File: config.mk
export PLATFORM = sky130hd
export DESIGN_NAME = morse_element_classifier
export DESIGN_NICKNAME = d
export VERILOG_FILES = /design/src/rtl/morse_pkg.sv /design/src/rtl/morse_unit_ticker.sv /design/src/rtl/morse_element_classifier.sv
export SDC_FILE = /design/constraint.sdc
export NUM_CORES = 1
export LEC_CHECK = 0
export BUFFER_PORTS_ARGS = -buffer_cell sky130_fd_sc_hd__buf_2
export CAP_MARGIN = 20
export CORE_MARGIN = 2
export CORE_UTILIZATION = 30
export CTS_CLUSTER_SIZE = 12
export DETAILED_ROUTE_END_ITERATION = 10
export GPL_ROUTABILITY_DRIVEN = 0
export GPL_TIMING_DRIVEN = 0
export PLACE_DENSITY = 0.54
export SLEW_MARGIN = 5
export SYNTH_ARGS = -nofsm -noshare
export SYNTH_HDL_FRONTEND = slang
export SYNTH_HIERARCHICAL = 1
export SYNTH_SLANG_ARGS = --single-unit
File: constraint.sdc
create_clock -name clk_100Mhz -period 4.09 [get_ports clk_100Mhz]
set_clock_uncertainty 0.2 [all_clocks]
set_input_delay 0.6135 -clock clk_100Mhz [delete_from_list [all_inputs] [get_ports clk_100Mhz]]
set_output_delay 0.6135 -clock clk_100Mhz [all_outputs]
set_load 0.02 [all_outputs]
File: src/rtl/morse_pkg.sv
// Shared types for the Morse key path: symbol codes consumed by the character
// lookup stage, classifier state encoding and the default time-unit length.
package morse_pkg;

    typedef enum logic [1:0] {
        DOT        = 2'd0,
        DASH       = 2'd1,
        LETTER_END = 2'd2,
        WORD_END   = 2'd3
    } sym_code_t;

    typedef enum logic [1:0] {
        IDLE       = 2'd0,
        MARK       = 2'd1,
        SPACE      = 2'd2,
        LETTER_GAP = 2'd3
    } state_t;

    // 100 ms per Morse unit at 100 MHz
    localparam int DEFAULT_UNIT_TICKS = 10_000_000;

endpackage

File: src/rtl/morse_unit_ticker.sv
// Time-unit measurement: prescaler of UNIT_TICKS cycles feeding a saturating
// unit counter. The clear cycle itself counts as tick 0 of the new interval.
module morse_unit_ticker
    import morse_pkg::*;
#(
    parameter int UNIT_TICKS = DEFAULT_UNIT_TICKS,
    parameter int MAX_UNITS  = 15,
    parameter int UNITS_W    = $clog2(MAX_UNITS + 1)
) (
    input  logic               clk_100Mhz,
    input  logic               reset_n,
    input  logic               clear,
    input  logic               enable,
    output logic [UNITS_W-1:0] units
);

    localparam int                  PRESC_W    = (UNIT_TICKS > 1) ? $clog2(UNIT_TICKS) : 1;
    localparam logic [PRESC_W-1:0]  PRESC_LAST = PRESC_W'(UNIT_TICKS - 1);
    localparam logic [UNITS_W-1:0]  UNITS_MAX  = UNITS_W'(MAX_UNITS);

    logic [PRESC_W-1:0] presc;
    logic [PRESC_W-1:0] presc_eff;
    logic [UNITS_W-1:0] units_eff;
    logic               presc_wrap;

    always_comb begin
        presc_eff  = clear ? '0 : presc;
        units_eff  = clear ? '0 : units;
        presc_wrap = (presc_eff == PRESC_LAST);
    end

    always_ff @(posedge clk_100Mhz or negedge reset_n) begin
        if (!reset_n) begin
            presc <= '0;
            units <= '0;
        end else if (clear || enable) begin
            presc <= presc_wrap ? '0 : presc_eff + 1'b1;
            if (presc_wrap && (units_eff != UNITS_MAX))
                units <= units_eff + 1'b1;
            else
                units <= units_eff;
        end
    end

endmodule

File: src/rtl/morse_element_classifier.sv
// Classifies debounced key mark/space durations into DOT, DASH, LETTER_END and
// WORD_END, delivered through a single-entry valid/ready output register.
//
//   state      | meaning
//   IDLE       | key released, no gap pending
//   MARK       | key pressed, measuring mark length
//   SPACE      | released after a mark, waiting for letter gap
//   LETTER_GAP | letter ended, waiting for word gap
module morse_element_classifier
    import morse_pkg::*;
#(
    parameter int UNIT_TICKS       = DEFAULT_UNIT_TICKS,
    parameter int DASH_MIN_UNITS   = 2,
    parameter int LETTER_GAP_UNITS = 2,
    parameter int WORD_GAP_UNITS   = 5,
    parameter int MAX_UNITS        = 15
) (
    input  logic       clk_100Mhz,
    input  logic       reset_n,
    input  logic       key_in,
    output logic       sym_valid,
    input  logic       sym_ready,
    output logic [1:0] sym_code,
    output logic       sym_drop
);

    localparam int UNITS_W = $clog2(MAX_UNITS + 1);

    state_t             state;
    sym_code_t          code_q;
    sym_code_t          emit_code;
    logic               emit;
    logic               key_q;
    logic               key_edge;
    logic [UNITS_W-1:0] units;

    assign key_edge = (key_in != key_q);
    assign sym_code = code_q;

    morse_unit_ticker #(
        .UNIT_TICKS (UNIT_TICKS),
        .MAX_UNITS  (MAX_UNITS),
        .UNITS_W    (UNITS_W)
    ) u_ticker (
        .clk_100Mhz (clk_100Mhz),
        .reset_n    (reset_n),
        .clear      (key_edge),
        .enable     (state != IDLE),
        .units      (units)
    );

    // An edge always beats a gap threshold reached in the same cycle.
    always_comb begin
        emit      = 1'b0;
        emit_code = DOT;
        unique case (state)
            MARK: begin
                if (key_edge) begin
                    emit      = 1'b1;
                    emit_code = (units >= UNITS_W'(DASH_MIN_UNITS)) ? DASH : DOT;
                end
            end
            SPACE: begin
                if (!key_edge && (units >= UNITS_W'(LETTER_GAP_UNITS))) begin
                    emit      = 1'b1;
                    emit_code = LETTER_END;
                end
            end
            LETTER_GAP: begin
                if (!key_edge && (units >= UNITS_W'(WORD_GAP_UNITS))) begin
                    emit      = 1'b1;
                    emit_code = WORD_END;
                end
            end
            default: ;
        endcase
    end

    always_ff @(posedge clk_100Mhz or negedge reset_n) begin
        if (!reset_n) begin
            state     <= IDLE;
            key_q     <= 1'b0;
            sym_valid <= 1'b0;
            code_q    <= DOT;
            sym_drop  <= 1'b0;
        end else begin
            key_q <= key_in;

            unique case (state)
                IDLE:       if (key_edge) state <= MARK;
                MARK:       if (key_edge) state <= SPACE;
                SPACE: begin
                    if (key_edge)  state <= MARK;
                    else if (emit) state <= LETTER_GAP;
                end
                LETTER_GAP: begin
                    if (key_edge)  state <= MARK;
                    else if (emit) state <= IDLE;
                end
                default:    state <= IDLE;
            endcase

            // A held symbol blocks new ones until the consumer takes it.
            sym_drop <= 1'b0;
            if (emit) begin
                if (!sym_valid || sym_ready) begin
                    sym_valid <= 1'b1;
                    code_q    <= emit_code;
                end else begin
                    sym_drop <= 1'b1;
                end
            end else if (sym_valid && sym_ready) begin
                sym_valid <= 1'b0;
            end
        end
    end

endmodule

==> flow_metrics.env <==
export IMPL_status="complete, no violations"
export IMPL_die_area_sq_mm=0.007937
export IMPL_yosysMostFrequentCell="dfrtp_1"
export IMPL_areaGrowthSynthToFinish_pct=11.64
export IMPL_clkSinkCount=35
export IMPL_vias=1968
export IMPL_synth_commonest_cells="dfrtp_1, nand2_1, nand3_1"
export IMPL_drc=0
export IMPL_p_leak_nw=0.9008
export IMPL_min_path_type="in2async"
export IMPL_rsz0062_at_grt="no"
export IMPL_clockBufferDepth=2
export IMPL_start_util=0.3043
export IMPL_grt_total_usage=0.1524
export IMPL_ys_ff_latch=35
export IMPL_cap_violations=0
export IMPL_via_per_inst=5.436
export IMPL_grt_pass1_wl_mm=9.473
export IMPL_path_clk_slew_ps=80
export IMPL_crit_arrival_ps=3770
export IMPL_synth_top_area_frac=0.4032
export IMPL_root_buffer="clkbuf_8"
export IMPL_max_stage_delay_ps=470
export IMPL_synth_area_leaders="dfrtp_1, nand3_1, nand2_1, o21ai_0, nand4_1"
export IMPL_syn_nets=254
export IMPL_post_cts_buffers=0
export IMPL_postSynthCellCount=248
export IMPL_yosysWarnings=6
export IMPL_crit_top_cell="clkbuf_1"
export IMPL_path_buf_inv=4
export IMPL_crit_start="key_q"
export IMPL_die_h_um=89.09
export IMPL_finalNetCount=268
export IMPL_drive_gt1_frac=0.1141
export IMPL_hold_ws_ps=213.6
export IMPL_hold_viol=0
export IMPL_routed_wl_mm=5.523
export IMPL_slew_headroom=0.4581
export IMPL_drv_slew=0
export IMPL_grt_pass1_vias=1903
export IMPL_core_area_sq_mm=0.007137
export IMPL_syn_area_sq_mm=0.002172
export IMPL_required_ps=4040
export IMPL_power_density_mw_per_mm2=392.6
export IMPL_setup_viol=0
export IMPL_clock_fmax_ghz=0.2617
export IMPL_synthArstFlopShare=1.000
export IMPL_place_detailed_hpwl_mm=3.907
export IMPL_fillers=756
export IMPL_min_period_ps=3821
export IMPL_h_tree_depth=2
export IMPL_cts_buffers=5
export IMPL_critPathMaxFanout=10
export IMPL_wl_per_cell_um=15.26
export IMPL_fin_crit_sh=0.9341
export IMPL_synth_edff_count=0
export IMPL_std_cell_rows=31
export IMPL_drt_iter0_markers=135
export IMPL_yosys_area_top_type="dfrtp_1"
export IMPL_drtPass1Iterations=4
export IMPL_antenna_found_initial=0
export IMPL_r2r_start="key_q"
export IMPL_drtAntennaViolNets=0
export IMPL_ir_drop_v=0.0002201
export IMPL_ios=8
export IMPL_clk_latency_ps=290
export IMPL_ys_seq_area_frac=0.4032
export IMPL_finalInstanceArea_sq_mm=0.002425
export IMPL_post_route_util=0.3398
export IMPL_ys_types=54
export IMPL_crit_chain="xnor2_4 -> inv_2 -> clkbuf_1 -> clkbuf_1 -> nor2b_1 -> ha_2 -> nor4bb_1 -> nand4_1 -> or3_1 -> clkbuf_1 -> o311ai_0 -> nand3_1"
export IMPL_cp_top_family="simple AND/OR/NAND/NOR gates"
export IMPL_worst_setup_path_end_kind="flop"
export IMPL_worstMarginPinSlew_ps=812.8
export IMPL_die_w_um=89.09
export IMPL_p_total_uw=952.0
export IMPL_worstSetupPathType="reg2reg"
export IMPL_antenna_diode_count=0
export IMPL_cts_tree="yes"
export IMPL_dpl_instance_area_sq_mm=0.002331
export IMPL_crit_slowest_cell="or3_1"
export IMPL_cts_hold_buf=0
export IMPL_cp_start_kind="flop"
export IMPL_overflow=0
export IMPL_grt_max_degree=36
export IMPL_port_buffers=7
export IMPL_regToRegSetupSlack_ps=270
export IMPL_synth_area_per_cell_sq_um=8.758
export IMPL_synth_flop_cell="dfrtp_1"
==> through the flow <==
step                worst slack, ps  instances  TNS, ps
floorplan                     683.3        248        0
global placement             -172.2        354   -350.4
detailed placement           -178.9        354   -319.8
CTS                           101.6        362        0
global route                  54.37        362        0
finish                        269.3        362        0
==> power breakdown <==
| group | total (mW) | leakage (nW) | switching (mW) | internal (mW) |
|---|---|---|---|---|
| clock | 0.246 | 0.0412 | 0.127 | 0.119 |
| sequential | 0.409 | 0.477 | 0.0335 | 0.375 |
| combinational | 0.297 | 0.383 | 0.201 | 0.0959 |
==> worst paths after layout <==
path	endpoint	depth (start not counted)
min	sym_code[0]	1
max reg2reg	u_ticker/presc[23]	12
min in group clk_100Mhz	key_q	1
max in group asynchronous	u_ticker/presc[18]	1
max	u_ticker/presc[23]	12
min reg2reg	sym_code[0]	2
==> what timing repair did <==
action / 4_1_cts / 5_1_grt
hold endpoints to repair: 0 / 0
resized for setup: 0 / 2
setup endpoints to repair: 0 / 6
==> layout by cell type, fill, tap and decap left out, drive strengths merged, types with 2 or more instances in the layout <==
cell    synthesis  layout
dfrtp          35      35
nand2          24      24
nand3          21      21
o21ai          17      17
clkbuf          9      15
nor2           13      13
nand4          12      12
nor4           10      10
inv             9       9
buf             2       9
a31oi           8       8
a21oi           8       8
nor3            7       7
nor2b           7       7
xor2            5       5
or3             5       5
or4             5       5
o211ai          5       5
or2             3       3
nand2b          3       3
nand4b          3       3
and4            3       3
o21a            3       3
xnor2           3       3
mux2i           2       2
and3            2       2
or3b            2       2
o311ai          2       2
o22ai           2       2
mux2            2       2
or4b            2       2
ha              2       2
==> sequential cells by signal, indices dropped and copies added (netlist names) <==
register,cells
u_ticker/presc,24
u_ticker/units,4
state,2
sym_code,2
key_q,1
sym_drop,1
sym_valid,1
==> cells by family after synthesis <==
kind of cell / Yosys count / synth area share
buffers and inverters: 20 / 0.03456
DFF: 35 / 0.4032
AOI/OAI and AO/OA: 54 / 0.1596
muxes: 4 / 0.01958
xor gates and xnor gates: 8 / 0.04090
adders and majority gates: 2 / 0.01152
and+or+nand+nor: 125 / 0.3307
==> routing by layer <==
| layer | GRT usage | up-vias | part of all wire |
|---|---|---|---|
| li1 | - | 966 | - |
| met1 | 0.2082 | 937 | 0.48 |
| met2 | 0.2458 | 63 | 0.46 |
| met3 | 0.02770 | 2 | 0.053 |
| met4 | 0.04613 | 0 | 0.0056 |
| met5 | 0 | - | 0 |
==> worst reg2reg max path, stage by stage (launching register included) <==
cell	delay, ps
dfrtp_1	430
xnor2_4	320
inv_2	130
clkbuf_1	260
clkbuf_1	310
nor2b_1	190
ha_2	290
nor4bb_1	260
nand4_1	190
or3_1	470
clkbuf_1	300
o311ai_0	190
nand3_1	130
==> cell type report <==
type                            count  area (sq um)  share of cell area
Inverter                            9         33.78             0.01393
Multi-Input combinational cell    193          1230              0.5072
Clock inverter                      2         12.51            0.005160
Buffer                             11         41.29             0.01703
Tap cell                           99         123.9             0.05108
Timing Repair Buffer                7         35.03             0.01445
Clock buffer                        6         72.57             0.02993
Sequential cell                    35         875.8              0.3612
Note: power is estimated with default switching activity, not from simulation.
